`config.mk`:
```
export PLATFORM = sky130hd
export DESIGN_NAME = button_event_hub
export DESIGN_NICKNAME = d
export VERILOG_FILES = /design/src/rtl/button_hub_pkg.sv /design/src/rtl/input_debouncer.sv /design/src/rtl/button_event_hub.sv
export SDC_FILE = /design/constraint.sdc
export NUM_CORES = 1
export LEC_CHECK = 0
export BUFFER_PORTS_ARGS = -buffer_cell sky130_fd_sc_hd__buf_2
export CELL_PAD_IN_SITES_DETAIL_PLACEMENT = 0
export CELL_PAD_IN_SITES_GLOBAL_PLACEMENT = 2
export CORE_MARGIN = 2
export CORE_UTILIZATION = 35
export DETAILED_ROUTE_END_ITERATION = 8
export PLACE_DENSITY_LB_ADDON = 0.1
export SYNTH_ARGS = -nofsm -noshare
export SYNTH_HDL_FRONTEND = slang
export SYNTH_SLANG_ARGS = --single-unit
```
`constraint.sdc`:
```
create_clock -name clock -period 3.45 [get_ports clock]
set_clock_uncertainty 0.05 [all_clocks]
set_input_delay 0 -clock clock [delete_from_list [all_inputs] [get_ports clock]]
set_output_delay 0 -clock clock [all_outputs]
set_load 0.01 [all_outputs]
```
`src/rtl/button_hub_pkg.sv`:
```
// Shared register map, field positions and event entry type for button_event_hub.
package button_hub_pkg;

   // Word offsets from BASE_ADDR
   localparam logic [1:0] REG_LEVEL  = 2'd0;
   localparam logic [1:0] REG_EVENT  = 2'd1;
   localparam logic [1:0] REG_STATUS = 2'd2;
   localparam logic [1:0] REG_CTRL   = 2'd3;

   // EVENT register fields
   localparam int unsigned VALID_BIT = 31;
   localparam int unsigned KIND_BIT  = 8;
   localparam int unsigned CH_LSB    = 0;
   localparam int unsigned CH_MSB    = 4;

   // STATUS register fields
   localparam int unsigned STAT_OVF_BIT = 0;
   localparam int unsigned STAT_CNT_LSB = 8;
   localparam int unsigned STAT_CNT_MSB = 15;

   // CTRL register fields
   localparam int unsigned CTRL_BOTH_BIT = 31;

   // One queued event: kind 1 = rise, 0 = fall
   typedef struct packed {
      logic       kind;
      logic [4:0] channel;
   } event_t;

   // Format a queued entry as the EVENT register word
   function automatic logic [31:0] pack_event(input event_t e);
      logic [31:0] r;
      r                 = '0;
      r[VALID_BIT]      = 1'b1;
      r[KIND_BIT]       = e.kind;
      r[CH_MSB:CH_LSB]  = e.channel;
      return r;
   endfunction

endpackage

```
`src/rtl/input_debouncer.sv`:
```
// Single-channel synchroniser + stability counter; flip pulses for one cycle when the level changes.
module input_debouncer #(
   parameter int unsigned DB_CYCLES = 500000
) (
   input  logic clock,
   input  logic reset,
   input  logic raw,
   output logic level,
   output logic flip
);

   localparam int unsigned CW = (DB_CYCLES > 1) ? $clog2(DB_CYCLES) : 1;

   logic          sync1_q, sync1_d;
   logic          sync2_q, sync2_d;
   logic          level_q, level_d;
   logic [CW-1:0] cnt_q, cnt_d;

   // Next-state: count while synchronised input disagrees, flip on the last count
   always_comb begin
      sync1_d = raw;
      sync2_d = sync1_q;
      level_d = level_q;
      cnt_d   = '0;
      flip    = 1'b0;
      if (sync2_q != level_q) begin
         if (cnt_q == CW'(DB_CYCLES - 1)) begin
            level_d = ~level_q;
            flip    = 1'b1;
         end else begin
            cnt_d = cnt_q + CW'(1);
         end
      end
   end

   // State registers
   always_ff @(posedge clock or negedge reset) begin
      if (!reset) begin
         sync1_q <= 1'b0;
         sync2_q <= 1'b0;
         level_q <= 1'b0;
         cnt_q   <= '0;
      end else begin
         sync1_q <= sync1_d;
         sync2_q <= sync2_d;
         level_q <= level_d;
         cnt_q   <= cnt_d;
      end
   end

   assign level = level_q;

endmodule

```
`src/rtl/button_event_hub.sv`:
```
// Memory-mapped debounced input hub: per-channel edge events queued in a FIFO with irq.
module button_event_hub
   import button_hub_pkg::*;
#(
   parameter int unsigned CHANNELS   = 8,
   parameter int unsigned DB_CYCLES  = 500000,
   parameter int unsigned FIFO_DEPTH = 8,
   parameter int unsigned BASE_ADDR  = 1000
) (
   input  logic                clock,
   input  logic                reset,
   input  logic [CHANNELS-1:0] raw_in,
   input  logic [31:0]         address,
   input  logic                wren,
   input  logic                rden,
   input  logic [31:0]         write_data,
   output logic [31:0]         read_data,
   output logic                hit,
   output logic                irq
);

   localparam int unsigned AW   = $clog2(FIFO_DEPTH);
   localparam int unsigned CNTW = AW + 1;

   logic [CHANNELS-1:0] level, flip;

   logic [CHANNELS-1:0] mask_q, mask_d;
   logic                both_q, both_d;
   logic                ovf_q, ovf_d;
   logic [CHANNELS-1:0] pend_q, pend_d;
   logic [CHANNELS-1:0] kind_q, kind_d;
   event_t              mem_q [FIFO_DEPTH];
   event_t              mem_d [FIFO_DEPTH];
   logic [AW-1:0]       wr_ptr_q, wr_ptr_d;
   logic [AW-1:0]       rd_ptr_q, rd_ptr_d;
   logic [CNTW-1:0]     count_q, count_d;
   logic                irq_q, irq_d;

   logic [31:0]         offset;
   logic [1:0]          reg_sel;
   logic                pop, push, full, wr_status, wr_ctrl, found;
   logic [CHANNELS-1:0] grant;
   logic [4:0]          push_ch;
   event_t              head;
   logic [31:0]         rd_word;
   logic                unused_wdata;

   // One debouncer per channel
   for (genvar g = 0; g < CHANNELS; g++) begin : g_ch
      input_debouncer #(.DB_CYCLES(DB_CYCLES)) u_db (
         .clock (clock),
         .reset (reset),
         .raw   (raw_in[g]),
         .level (level[g]),
         .flip  (flip[g])
      );
   end

   // Address decode and bus strobes
   always_comb begin
      offset    = address - 32'(BASE_ADDR);
      hit       = (offset[31:2] == 30'd0);
      reg_sel   = offset[1:0];
      full      = (count_q == CNTW'(FIFO_DEPTH));
      pop       = hit && rden && (reg_sel == REG_EVENT) && (count_q != '0);
      wr_status = hit && wren && (reg_sel == REG_STATUS);
      wr_ctrl   = hit && wren && (reg_sel == REG_CTRL);
   end

   // Arbiter: lowest-index pending channel wins the single push slot
   always_comb begin
      grant   = '0;
      push_ch = '0;
      found   = 1'b0;
      for (int i = 0; i < int'(CHANNELS); i++) begin
         if (pend_q[i] && !found) begin
            grant[i] = 1'b1;
            push_ch  = 5'(i);
            found    = 1'b1;
         end
      end
      push = found && (!full || pop);
   end

   // Control, pending/overflow bookkeeping and FIFO next-state
   always_comb begin
      mask_d   = mask_q;
      both_d   = both_q;
      ovf_d    = ovf_q;
      pend_d   = pend_q;
      kind_d   = kind_q;
      mem_d    = mem_q;
      wr_ptr_d = wr_ptr_q;
      rd_ptr_d = rd_ptr_q;
      count_d  = count_q;

      if (wr_ctrl) begin
         mask_d = write_data[CHANNELS-1:0];
         both_d = write_data[CTRL_BOTH_BIT];
      end
      if (wr_status && write_data[STAT_OVF_BIT]) ovf_d = 1'b0;

      if (push) begin
         pend_d          = pend_d & ~grant;
         mem_d[wr_ptr_q] = '{kind: kind_q[push_ch], channel: push_ch};
         wr_ptr_d        = wr_ptr_q + AW'(1);
      end
      if (pop) rd_ptr_d = rd_ptr_q + AW'(1);

      case ({push, pop})
         2'b10:   count_d = count_q + CNTW'(1);
         2'b01:   count_d = count_q - CNTW'(1);
         default: count_d = count_q;
      endcase

      // A channel whose previous edge is still waiting keeps it; the new one is lost
      for (int i = 0; i < int'(CHANNELS); i++) begin
         if (flip[i] && mask_q[i] && (!level[i] || both_q)) begin
            if (pend_d[i]) begin
               ovf_d = 1'b1;
            end else begin
               pend_d[i] = 1'b1;
               kind_d[i] = ~level[i];
            end
         end
      end

      pend_d = pend_d & mask_d;
      irq_d  = (count_d != '0);
   end

   // State registers
   always_ff @(posedge clock or negedge reset) begin
      if (!reset) begin
         mask_q   <= '1;
         both_q   <= 1'b0;
         ovf_q    <= 1'b0;
         pend_q   <= '0;
         kind_q   <= '0;
         wr_ptr_q <= '0;
         rd_ptr_q <= '0;
         count_q  <= '0;
         irq_q    <= 1'b0;
         for (int i = 0; i < int'(FIFO_DEPTH); i++) mem_q[i] <= '0;
      end else begin
         mask_q   <= mask_d;
         both_q   <= both_d;
         ovf_q    <= ovf_d;
         pend_q   <= pend_d;
         kind_q   <= kind_d;
         wr_ptr_q <= wr_ptr_d;
         rd_ptr_q <= rd_ptr_d;
         count_q  <= count_d;
         irq_q    <= irq_d;
         mem_q    <= mem_d;
      end
   end

   // Register read mux, zero outside the window
   always_comb begin
      head    = mem_q[rd_ptr_q];
      rd_word = '0;
      case (reg_sel)
         REG_LEVEL:  rd_word = 32'(level);
         REG_EVENT:  if (count_q != '0) rd_word = pack_event(head);
         REG_STATUS: begin
            rd_word[STAT_CNT_MSB:STAT_CNT_LSB] = 8'(count_q);
            rd_word[STAT_OVF_BIT]              = ovf_q;
         end
         default: begin
            rd_word                = 32'(mask_q);
            rd_word[CTRL_BOTH_BIT] = both_q;
         end
      endcase
      read_data = hit ? rd_word : 32'd0;
   end

   assign irq          = irq_q;
   assign unused_wdata = ^write_data;

endmodule

```
==> Word-level counts from Yosys, hierarchy flattened <==
Cells that the tools add are included.
{ "op_classes": {"shift": 0, "add_sub_neg": 13, "multipliers": 0, "n_lt_le_gt_ge": 4, "bitwise": 21, "n_div": 0, "n_eq_ne": 22, "reduce_logical": 78, "mux": 96} }
{ "ops": {"columns": ["op", "count"], "rows": [
  ["2-to-1 mux 19 bit", 16],
  ["adder 19 x 1 -> 19 bit (second input constant)", 8],
  ["equality test 19 bit (second input constant)", 8],
  ["2-to-1 mux 32 bit", 2],
  ["2-to-1 mux 1 bit", 58],
  ["bitwise mux 48 bit", 1],
  ["logical AND 1 bit", 32],
  ["one-hot mux 16 bit (2 select lines)", 1],
  ["AND reduction 2 bit", 16],
  ["subtractor 32 x 10 -> 32 bit (second input constant)", 1],
  ["zero test 30 bit", 1],
  ["2-to-1 mux 5 bit", 6],
  ["one-hot mux 7 bit (3 select lines)", 1],
  ["binary-select mux 6 bit (select 3 bit)", 1],
  ["demux 6 bit (select 3 bit)", 1],
  ["2-to-1 mux 6 bit", 3],
  ["AND 8 bit", 2],
  ["zero test 1 bit", 16],
  ["2-to-1 mux 8 bit", 2],
  ["NOT 1 bit", 16],
  ["one-hot mux 8 bit (2 select lines)", 1],
  ["logical OR 1 bit", 9],
  [">= comparator 4 bit (second input constant)", 2],
  ["inequality test 1 bit", 8],
  ["other kinds (16)", 22]
]} }
{ "word_totals": {"ff_bits": 261, "output_inout_bits": 34, "wordCells": 298, "in_bits": 76, "mem_bits_ro": 0, "mem_count": 0, "latch_bits": 0, "ram_bits": 0} }

==> Depth between registers and ports, before layout <==
Gate-level depths: netlist of the first run.
{ "depth": {"word_depth": 41, "mapped_depth": 18, "ltp_nobuf": 18} }

==> Modules after synthesis <==
Synthesis of the first run repeated with hierarchy kept, for this count alone.
{ "unflattened": {"hier_cells": 1308, "area_unflattened_um2": 13080.0} }
{ "modules_own_cells": {"columns": ["module", "seq_area_each_um2", "area_per_inst_um2", "cells_per_inst", "instances"], "rows": [
  ["input_debouncer at g_ch[0].u_db ...", 550.5, 1078.5, 109, 7],
  ["button_event_hub", 1736.7, 4426.7, 436, 1],
  ["input_debouncer at g_ch[7].u_db", 550.5, 1103.6, 109, 1]
]} }

==> Worst setup path after synthesis of the first run <==
No wires, ideal clock.
{ "synth_path": {"path_type": "input -> register", "start": "input port address[21]", "end": "register irq_q, in the netlist irq", "setup_slack_ps": -276, "path_buffers": 0, "required_ps": 3261, "t_arrival_ps": 3538, "setup_ps": 139, "stages": 16, "path_cell_list": "or4_4 > or3_4 > or4_1 > o211ai_2 > nor4_4 > a21oi_4 > nor2_8 > inv_4 > ha_1 > ha_1 > a21o_1 > a21oi_1 > xnor2_1 > nand2b_1 > xnor2_1 > or4_1"} }
{ "synth_via": {"elab_chain_len": 10, "elab_cells_between_ends": 11, "cone_classes": "add/sub (1); eq/ne (2); mux (1); reduce/logical (7)"} }
{ "synth_rtl": {"columns": ["item", "line", "text"], "rows": [
  ["start: declaration", "button_event_hub.sv:13", "input logic [31:0] address,"],
  ["subtractor 32 x 10 -> 32 bit (*)", "button_event_hub.sv:61", "offset = address - 32'(BASE_ADDR);"],
  ["zero test 30 bit (*)", "button_event_hub.sv:62", "hit = (offset[31:2] == 30'd0);"],
  ["logical AND 1 bit (*) (3 in series)", "button_event_hub.sv:65", "pop = hit && rden && (reg_sel == REG_EVENT) && (count_q != '0);"],
  ["logical OR 1 bit", "button_event_hub.sv:82", "push = found && (!full || pop);"],
  ["logical AND 1 bit", "button_event_hub.sv:82", null],
  ["equality test 2 x 1 -> 1 bit or equality test 2 bit (tied branches)", "button_event_hub.sv:110", "case ({push, pop})"],
  ["one-hot mux 4 bit (2 select lines) (*)", "button_event_hub.sv:110", null],
  ["named net count_d[3]", "button_event_hub.sv:36", "logic [CNTW-1:0] count_q, count_d;"],
  ["nonzero test 4 bit (*)", "button_event_hub.sv:129", "irq_d = (count_d != '0);"],
  ["named net irq_d", "button_event_hub.sv:37", "logic irq_q, irq_d;"],
  ["end signal: assignment", "button_event_hub.sv:154", "irq_q <= irq_d;"],
  ["end: declaration", "button_event_hub.sv:37", null]
]} }
Mark *: on every way through the listed nets, which the timed path passes. The rest lies on a longest branch.
A chain may end at the register's enable or synchronous reset.

==> Final worst setup path of the first run <==
{ "layout_path": {"start": "register count_q[1]", "end": "register irq_q, in the netlist irq"} }
{ "layout_via": {"elab_chain_len": 7, "elab_cells_between_ends": 12, "cone_classes": "add/sub (2); eq/ne (3); mux (1); reduce/logical (6)"} }
{ "layout_rtl": {"columns": ["item", "line", "text"], "rows": [
  ["start: declaration", "button_event_hub.sv:36", null],
  ["start signal: assignment", "button_event_hub.sv:153", "count_q <= count_d;"],
  ["equality test 4 bit or nonzero test 4 bit (tied branches)", "button_event_hub.sv:64, button_event_hub.sv:65", null],
  ["zero test 1 bit or logical AND 1 bit (tied branches)", "button_event_hub.sv:82, button_event_hub.sv:65", null],
  ["logical OR 1 bit", "button_event_hub.sv:82", null],
  ["logical AND 1 bit", "button_event_hub.sv:82", null],
  ["equality test 2 x 1 -> 1 bit or equality test 2 bit (tied branches)", "button_event_hub.sv:110", null],
  ["one-hot mux 4 bit (2 select lines) (*)", "button_event_hub.sv:110", null],
  ["named net count_d[3]", "button_event_hub.sv:36", null],
  ["nonzero test 4 bit (*)", "button_event_hub.sv:129", null],
  ["named net irq_d", "button_event_hub.sv:37", null]
]} }
Marks and branches as above.

==> impl_metrics.py, run 1 <==
metrics = {
    "run_status": {
        "status": "completed",
    },
    "cells_and_area": {
        "final_common_cell": "dfrtp_1",
        "final_core_util_pct": 42.3,
        "nets": 1502,
        "synthToLayoutAreaGrowth_pct": 19.4,
        "design_area_um2": 15000,
        "insertedDiodeCount": 0,
        "fillers": 3480,
        "final_cell_mix": "237 x dfrtp_1, 231 x nor2_1, 97 x nand2_1",
        "layout-drive-gt1-share_pct": 19.1,
    },
    "worst_setup_path": {
        "crit_path_start_kind": "register",
        "cp_cell_sequence": "or3_1 -> o211ai_1 -> inv_1 -> and4b_2 -> a21oi_4 -> nor2_8 -> inv_4 -> ha_4 -> ha_1 -> a21o_1 -> a21oi_2 -> xnor2_1 -> nand2b_1 -> xnor2_1 -> or4_1",
        "reg2reg_depth": 15,
        "r2r-start": "count_q[1]",
        "critPathLaunch": "count_q[1]",
        "cp.arrival_ps": 3620,
        "max_stage_delay_ps": 410,
        "path_class": "reg2reg",
        "worstPathRequired_ps": 3820,
        "critPathSlowestCell": "or3_1",
        "rrSetupSlack_ps": 200,
        "crit_top_cell": "xnor2_1",
        "cp_max_fo": 3,
        "cp-end-kind": "register",
    },
    "power_and_ir_drop": {
        "finalPower_w": 0.00658,
        "p_per_area_nw_per_um2": 438,
        "peakVddDrop_uv": 357,
        "p_leak_nw": 6.60,
    },
    "global_route": {
        "grt_pass1_wl_um": 49700,
        "track_usage_pct": 15.9,
        "grt_max_degree": 110,
        "grt_overflow": 0,
        "grt_pass1_vias": 9223,
        "antenna_found_initial": 0,
    },
    "timing": {
        "hold_viol": 0,
        "post-route-period-util_pct": 94.2,
        "fmax_mhz": 308,
        "setup_viol": 0,
        "min_period_ps": 3250,
        "maxSlewHeadroom_pct": 40.3,
        "slew_viol_final": 0,
        "tightestPinTransition_ps": 895,
    },
    "logic_synthesis": {
        "ys_seq_area_share_pct": 48.8,
        "postSynthAreaPerCell_um2": 9.93,
        "synthCells": 1266,
        "syn_area_um2": 12600,
        "synth_seq_cells": 245,
        "synthDistinctLibCells": 64,
        "ys.flop_type": "dfrtp_1",
        "synth-edff-count": 0,
        "yosysWarnings": 0,
        "ys_async_sr_fraction_pct": 100,
    },
    "floorplanning": {
        "dieWidth_um": 194,
        "initial_core_util_pct": 35.4,
        "num_rows": 69,
        "io_pins": 110,
        "die_h_um": 194,
        "dieArea_um2": 37500,
        "coreArea_um2": 35500,
    },
    "place": {
        "post-dp-hpwl_um": 20700,
        "gp_congestion": 0.768,
        "dpl_cell_area_um2": 13800,
        "io_buffers": 67,
    },
    "routing": {
        "ant_nets": 0,
        "via_per_inst": 4.84,
        "drt_iter0_markers": 409,
        "vias": 9142,
        "drc": 0,
        "drtPass1Iterations": 5,
        "post_drt_wl_per_cell_um": 15.6,
        "drt-total-wl_um": 29500,
    },
    "cts": {
        "clkSinkCount": 245,
        "clk_path_buf_depth": 3,
        "clkLatencyLatePin_ps": 560,
        "ctsHtreeMaxLevel": 1,
        "cts_tree": "yes",
        "cts.clk_slew.worst_paths_ps": 60,
        "cts_root_buffer": "clkbuf_16",
        "cts_buffers": 30,
    },
    "hold_path": {
        "hold_path_class": "in2reg",
        "hold_depth": 2,
        "min_from": "raw_in[1]",
    },
    "flow_run": {
        "cap_viol_max_count": 0,
    },
}
## synth_stat cells, drive strengths merged (4+ instances only)
master / count / area, µm²
a21boi: 8 / 60.1
a21oi: 30 / 161
and2: 8 / 50.1
and3: 26 / 163
and4b: 4 / 42.5
buf: 23 / 160
clkbuf: 28 / 105
dfrtp: 237 / 5930
dfstp: 8 / 210
ha: 19 / 238
inv: 46 / 175
mux2: 51 / 604
mux2i: 19 / 190
mux4: 10 / 225
nand2: 97 / 364
nand3: 79 / 395
nand4: 28 / 175
nor2: 233 / 893
nor2b: 7 / 43.8
nor3: 28 / 140
nor4: 18 / 128
nor4b: 8 / 70.1
o21a: 4 / 30.0
o21ai: 21 / 105
o31ai: 6 / 58.8
o41ai: 6 / 52.6
or2: 15 / 93.8
or3: 16 / 105
or4: 4 / 33.8
or4b: 5 / 57.6
xnor2: 70 / 613
xor2: 76 / 666
## metal layers
layer	share of wire, %	global-route usage [%]
met3	3.2	2.39
met1	50	23.4
met5	0	0
met2	45	25.0
met4	1.5	3.31
## worst max-delay path: cells and delay by family, from the launching register on
kind / cells / cell delay (ps)
AOI/OAI and AO/OA: 4 / 740
xor gates and xnor gates: 2 / 260
adders and majority gates: 2 / 350
buffers and inverters: 2 / 110
DFF: 1 / 370
and+or+nand+nor: 5 / 1230
## state kept, by name, summed over array words and instances, names as in the netlist, 8 cells and up
name	count
pend_q	8
g_ch.u_db.cnt_q	152
g_ch.u_db.sync1_q	8
mem_q	32
kind_q	8
g_ch.u_db.level	8
mask_q	8
g_ch.u_db.sync2_q	8
## where the power goes
part	switching (W)	internal, W	total, W
sequential	0.0000302	0.00291	0.00294
clock	0.00124	0.00212	0.00337
combinational	0.000173	0.000101	0.000274
## repair_timing
action	4_1_cts	5_1_grt
resized for setup	0	3
hold buffers	20	0
setup buffers	0	0
endpoints found under the setup margin	0	1
endpoints found under the hold margin	130	0
## kinds of logic (layout without fill, tap and decap cells)
family | count (synthesis) | after routing | synth area share [%]
mux | 80 | 80 | 8.11
buf+inv | 97 | 241 | 3.50
other cells | 1 | 19 | 0.0298
xor+xnor | 146 | 146 | 10.2
compound gates | 88 | 88 | 4.59
simple gates | 589 | 589 | 22.7
flops | 245 | 245 | 48.8
fa+ha+maj | 20 | 20 | 2.05
## through the flow
step / hold WS (ps) / TNS [ps] / cells / worst slack [ps]
floorplan: -346 / -156 / 1284 / -156
global placement: 58.8 / -349 / 1815 / -349
detailed placement: 59.3 / -366 / 1815 / -366
CTS: 1.23 / 0 / 1889 / 180
global route: 26.0 / -13.3 / 1889 / -13.3
finish: 34.5 / 0 / 1889 / 202
## path summary, 6_finish.rpt
path,endpoint
max,irq
min,g_ch[1].u_db.sync1_q
max reg2reg,irq
min reg2reg,g_ch[5].u_db.sync2_q
max in group asynchronous,mask_q[5]
min in group asynchronous,g_ch[4].u_db.cnt_q[11]
## layout make-up
cell class	instances	area, µm²	share of cell area [%]
multi-input cells	942	6090	40.6
well taps	461	577	3.84
clock inverters	13	226	1.51
inverters	46	175	1.17
flip-flops and latches	245	6140	40.9
clock buffers	41	832	5.54
repair buffers	141	976	6.50
Power figures use the tool's default switching activity.
==> inputs of run 2 (changes only) <==
--- a/config.mk
+++ b/config.mk
@@ -6,12 +6,10 @@
 export NUM_CORES = 1
 export LEC_CHECK = 0
 export BUFFER_PORTS_ARGS = -buffer_cell sky130_fd_sc_hd__buf_2
-export CELL_PAD_IN_SITES_DETAIL_PLACEMENT = 0
-export CELL_PAD_IN_SITES_GLOBAL_PLACEMENT = 2
 export CORE_MARGIN = 2
-export CORE_UTILIZATION = 35
+export CORE_UTILIZATION = 50
 export DETAILED_ROUTE_END_ITERATION = 8
-export PLACE_DENSITY_LB_ADDON = 0.1
+export PLACE_DENSITY = 0.71
 export SYNTH_ARGS = -nofsm -noshare
 export SYNTH_HDL_FRONTEND = slang
 export SYNTH_SLANG_ARGS = --single-unit
==> constraint.sdc (replaced) <==
create_clock -name clock -period 2.6 [get_ports clock]
set_clock_uncertainty 0.05 [all_clocks]
set_input_delay 0 -clock clock [delete_from_list [all_inputs] [get_ports clock]]
set_output_delay 0 -clock clock [all_outputs]
set_load 0.01 [all_outputs]
==> impl_metrics.py, run 2 (synthesis results as in run 1) <==
metrics = {
    "run_status": {
        "status": "finished, violations left",
        "failed_checks": "negative hold slack, negative setup slack",
    },
    "cts": {
        "clkLatencyLatePin_ps": 550,
        "clk_path_buf_depth": 3,
        "clkSinkCount": 245,
        "cts.clk_slew.worst_paths_ps": 60,
        "cts_buffers": 26,
        "cts_tree": "yes",
        "cts_root_buffer": "clkbuf_16",
        "ctsHtreeMaxLevel": 1,
    },
    "routing": {
        "met1Wirelength_um": 12800,
        "met3_length_um": 1030,
        "post_drt_wl_per_cell_um": 15.1,
        "vias": 9463,
        "drt_iter0_markers": 516,
        "via_per_inst": 5.29,
        "drc": 0,
        "highest_layer": "met4",
        "ant_nets": 0,
        "drt-total-wl_um": 27100,
        "dr_wl_met2_um": 12500,
        "drtPass1Iterations": 7,
    },
    "timing": {
        "tightestPinTransition_ps": 764,
        "maxSlewHeadroom_pct": 49.0,
        "post-route-period-util_pct": 122,
        "setup_viol": 30,
        "hold_ws_ps": -0.199,
        "fin_tns_setup_ps": -4310,
        "slew_viol_final": 0,
        "hold_viol": 1,
        "grt_setup_unrepaired": "yes",
        "setup_slack_ps": -575,
        "fmax_mhz": 315,
        "min_period_ps": 3170,
    },
    "worst_setup_path": {
        "path_class": "reg2reg",
        "cp_max_fo": 4,
        "crit_path_start_kind": "register",
        "cp-end-kind": "register",
        "reg2reg_depth": 15,
        "cp.arrival_ps": 3520,
        "reg2reg_to": "irq",
        "r2r-start": "count_q[2]",
        "rrSetupSlack_ps": -570,
        "worstPathRequired_ps": 2940,
        "critPathLaunch": "count_q[2]",
        "crit_end": "irq",
    },
    "power_and_ir_drop": {
        "p_leak_nw": 6.79,
        "p_per_area_nw_per_um2": 531,
        "peakVddDrop_uv": 533,
    },
    "cells_and_area": {
        "insertedDiodeCount": 0,
        "final_cell_mix": "236 x dfrtp_1, 221 x nor2_1, 97 x nand2_1",
        "final_cells": 1788,
        "largest_reg_flops": 152,
        "design_area_um2": 15500,
        "nets": 1535,
        "top_register": "g_ch.u_db.cnt_q",
        "final_common_cell": "dfrtp_1",
        "layout-drive-gt1-share_pct": 23.3,
        "reg_top3": "g_ch.u_db.cnt_q x152, mem_q x32",
        "synthToLayoutAreaGrowth_pct": 22.9,
    },
    "global_route": {
        "grt_pass1_vias": 9302,
        "grt_max_degree": 84,
        "track_usage_pct": 20.6,
        "antenna_found_initial": 0,
        "grt_overflow": 0,
        "grt_pass1_wl_um": 45100,
    },
    "floorplanning": {
        "initial_core_util_pct": 50.4,
        "io_pins": 110,
        "coreArea_um2": 25000,
        "dieArea_um2": 26400,
        "num_rows": 58,
        "die_h_um": 163,
        "dieWidth_um": 163,
    },
    "place": {
        "post-dp-hpwl_um": 18400,
        "place_inst": 1708,
        "gp_congestion": 0.898,
        "dpl_cell_area_um2": 13800,
        "dp_slack_ps": -1130,
        "io_buffers": 67,
    },
    "hold_path": {
        "hold_path_class": "in2async",
    },
    "flow_run": {
        "cap_viol_max_count": 0,
    },
}
-- run 2: cell types whose count changed in the layout (fill, tap and decap cells not counted), sizes merged --
cell | previous run | this run
clkinvlp | 0 | 3
dlygate4sd3 | 20 | 19
clkinv | 7 | 5
bufinv | 6 | 4
buf | 121 | 158
clkbuf | 41 | 36
-- run 2: routing by layer --
| layer | track usage, % | vias up |
|---|---|---|
| li1 | - | 4628 |
| met1 | 29.4 | 4586 |
| met2 | 33.4 | 198 |
| met3 | 2.42 | 51 |
| met4 | 5.83 | 0 |
| met5 | 0 | - |
-- run 2: where the power goes --
part | switching (W) | total (W) | leakage (nW) | internal [W]
Sequential | 0.0000395 | 0.00390 | 3.29 | 0.00386
Clock | 0.00154 | 0.00392 | 0.441 | 0.00238
Combinational | 0.000235 | 0.000387 | 3.06 | 0.000152
-- run 2: worst min-delay path by stage --
stage / to / slack [ps] / cells past startpoint
floorplan: both_q / -350 / 0
global placement: g_ch[4].u_db.cnt_q[10] / -10 / 1
detailed placement: g_ch[4].u_db.cnt_q[9] / -20 / 1
CTS: pend_q[6] / 30 / 2
global route: g_ch[6].u_db.sync1_q / 40 / 2
finish: g_ch[4].u_db.cnt_q[6] / -0.2 / 2
-- run 2: layout make-up --
| type | count | area [µm²] |
|---|---|---|
| sequential | 245 | 6140 |
| multi-input combinational | 942 | 6390 |
| fill | 1983 | 9510 |
| inverter | 46 | 180 |
| tap | 330 | 413 |
| timing repair buffer | 178 | 1420 |
| clock inverter | 12 | 179 |
| clock buffer | 35 | 734 |
-- run 2: critical path, stage by stage, from the launching register on --
cell and delay, ps:
dfrtp_1 370, or3_4 380, o211ai_1 180, inv_1 80
and4b_2 280, a21oi_4 230, nor2_8 50, inv_4 50
ha_4 150, ha_4 190, a21o_1 180, a21oi_2 120
xnor2_1 120, nand2b_1 80, xnor2_1 130, or4_1 390
-- run 2: metrics by stage --
step	util [%]	power (W)
4_1_cts	60.1	0.00827
3_5_place_dp	55.4	0.00432
2_1_floorplan	-	0.00413
3_3_place_gp	55.4	0.00432
5_1_grt	61.9	0.00850
6_report	61.9	0.00821
-- run 2: what timing repair did --
action / 4_1_cts / 5_1_grt
setup endpoints to repair: 31 / 62
hold buffers: 19 / 0
endpoints found under the hold margin: 266 / 0
buffers inserted: 3 / 12
pin swaps: 10 / 26
gates resized for setup: 8 / 88
cloned: 0 / 1
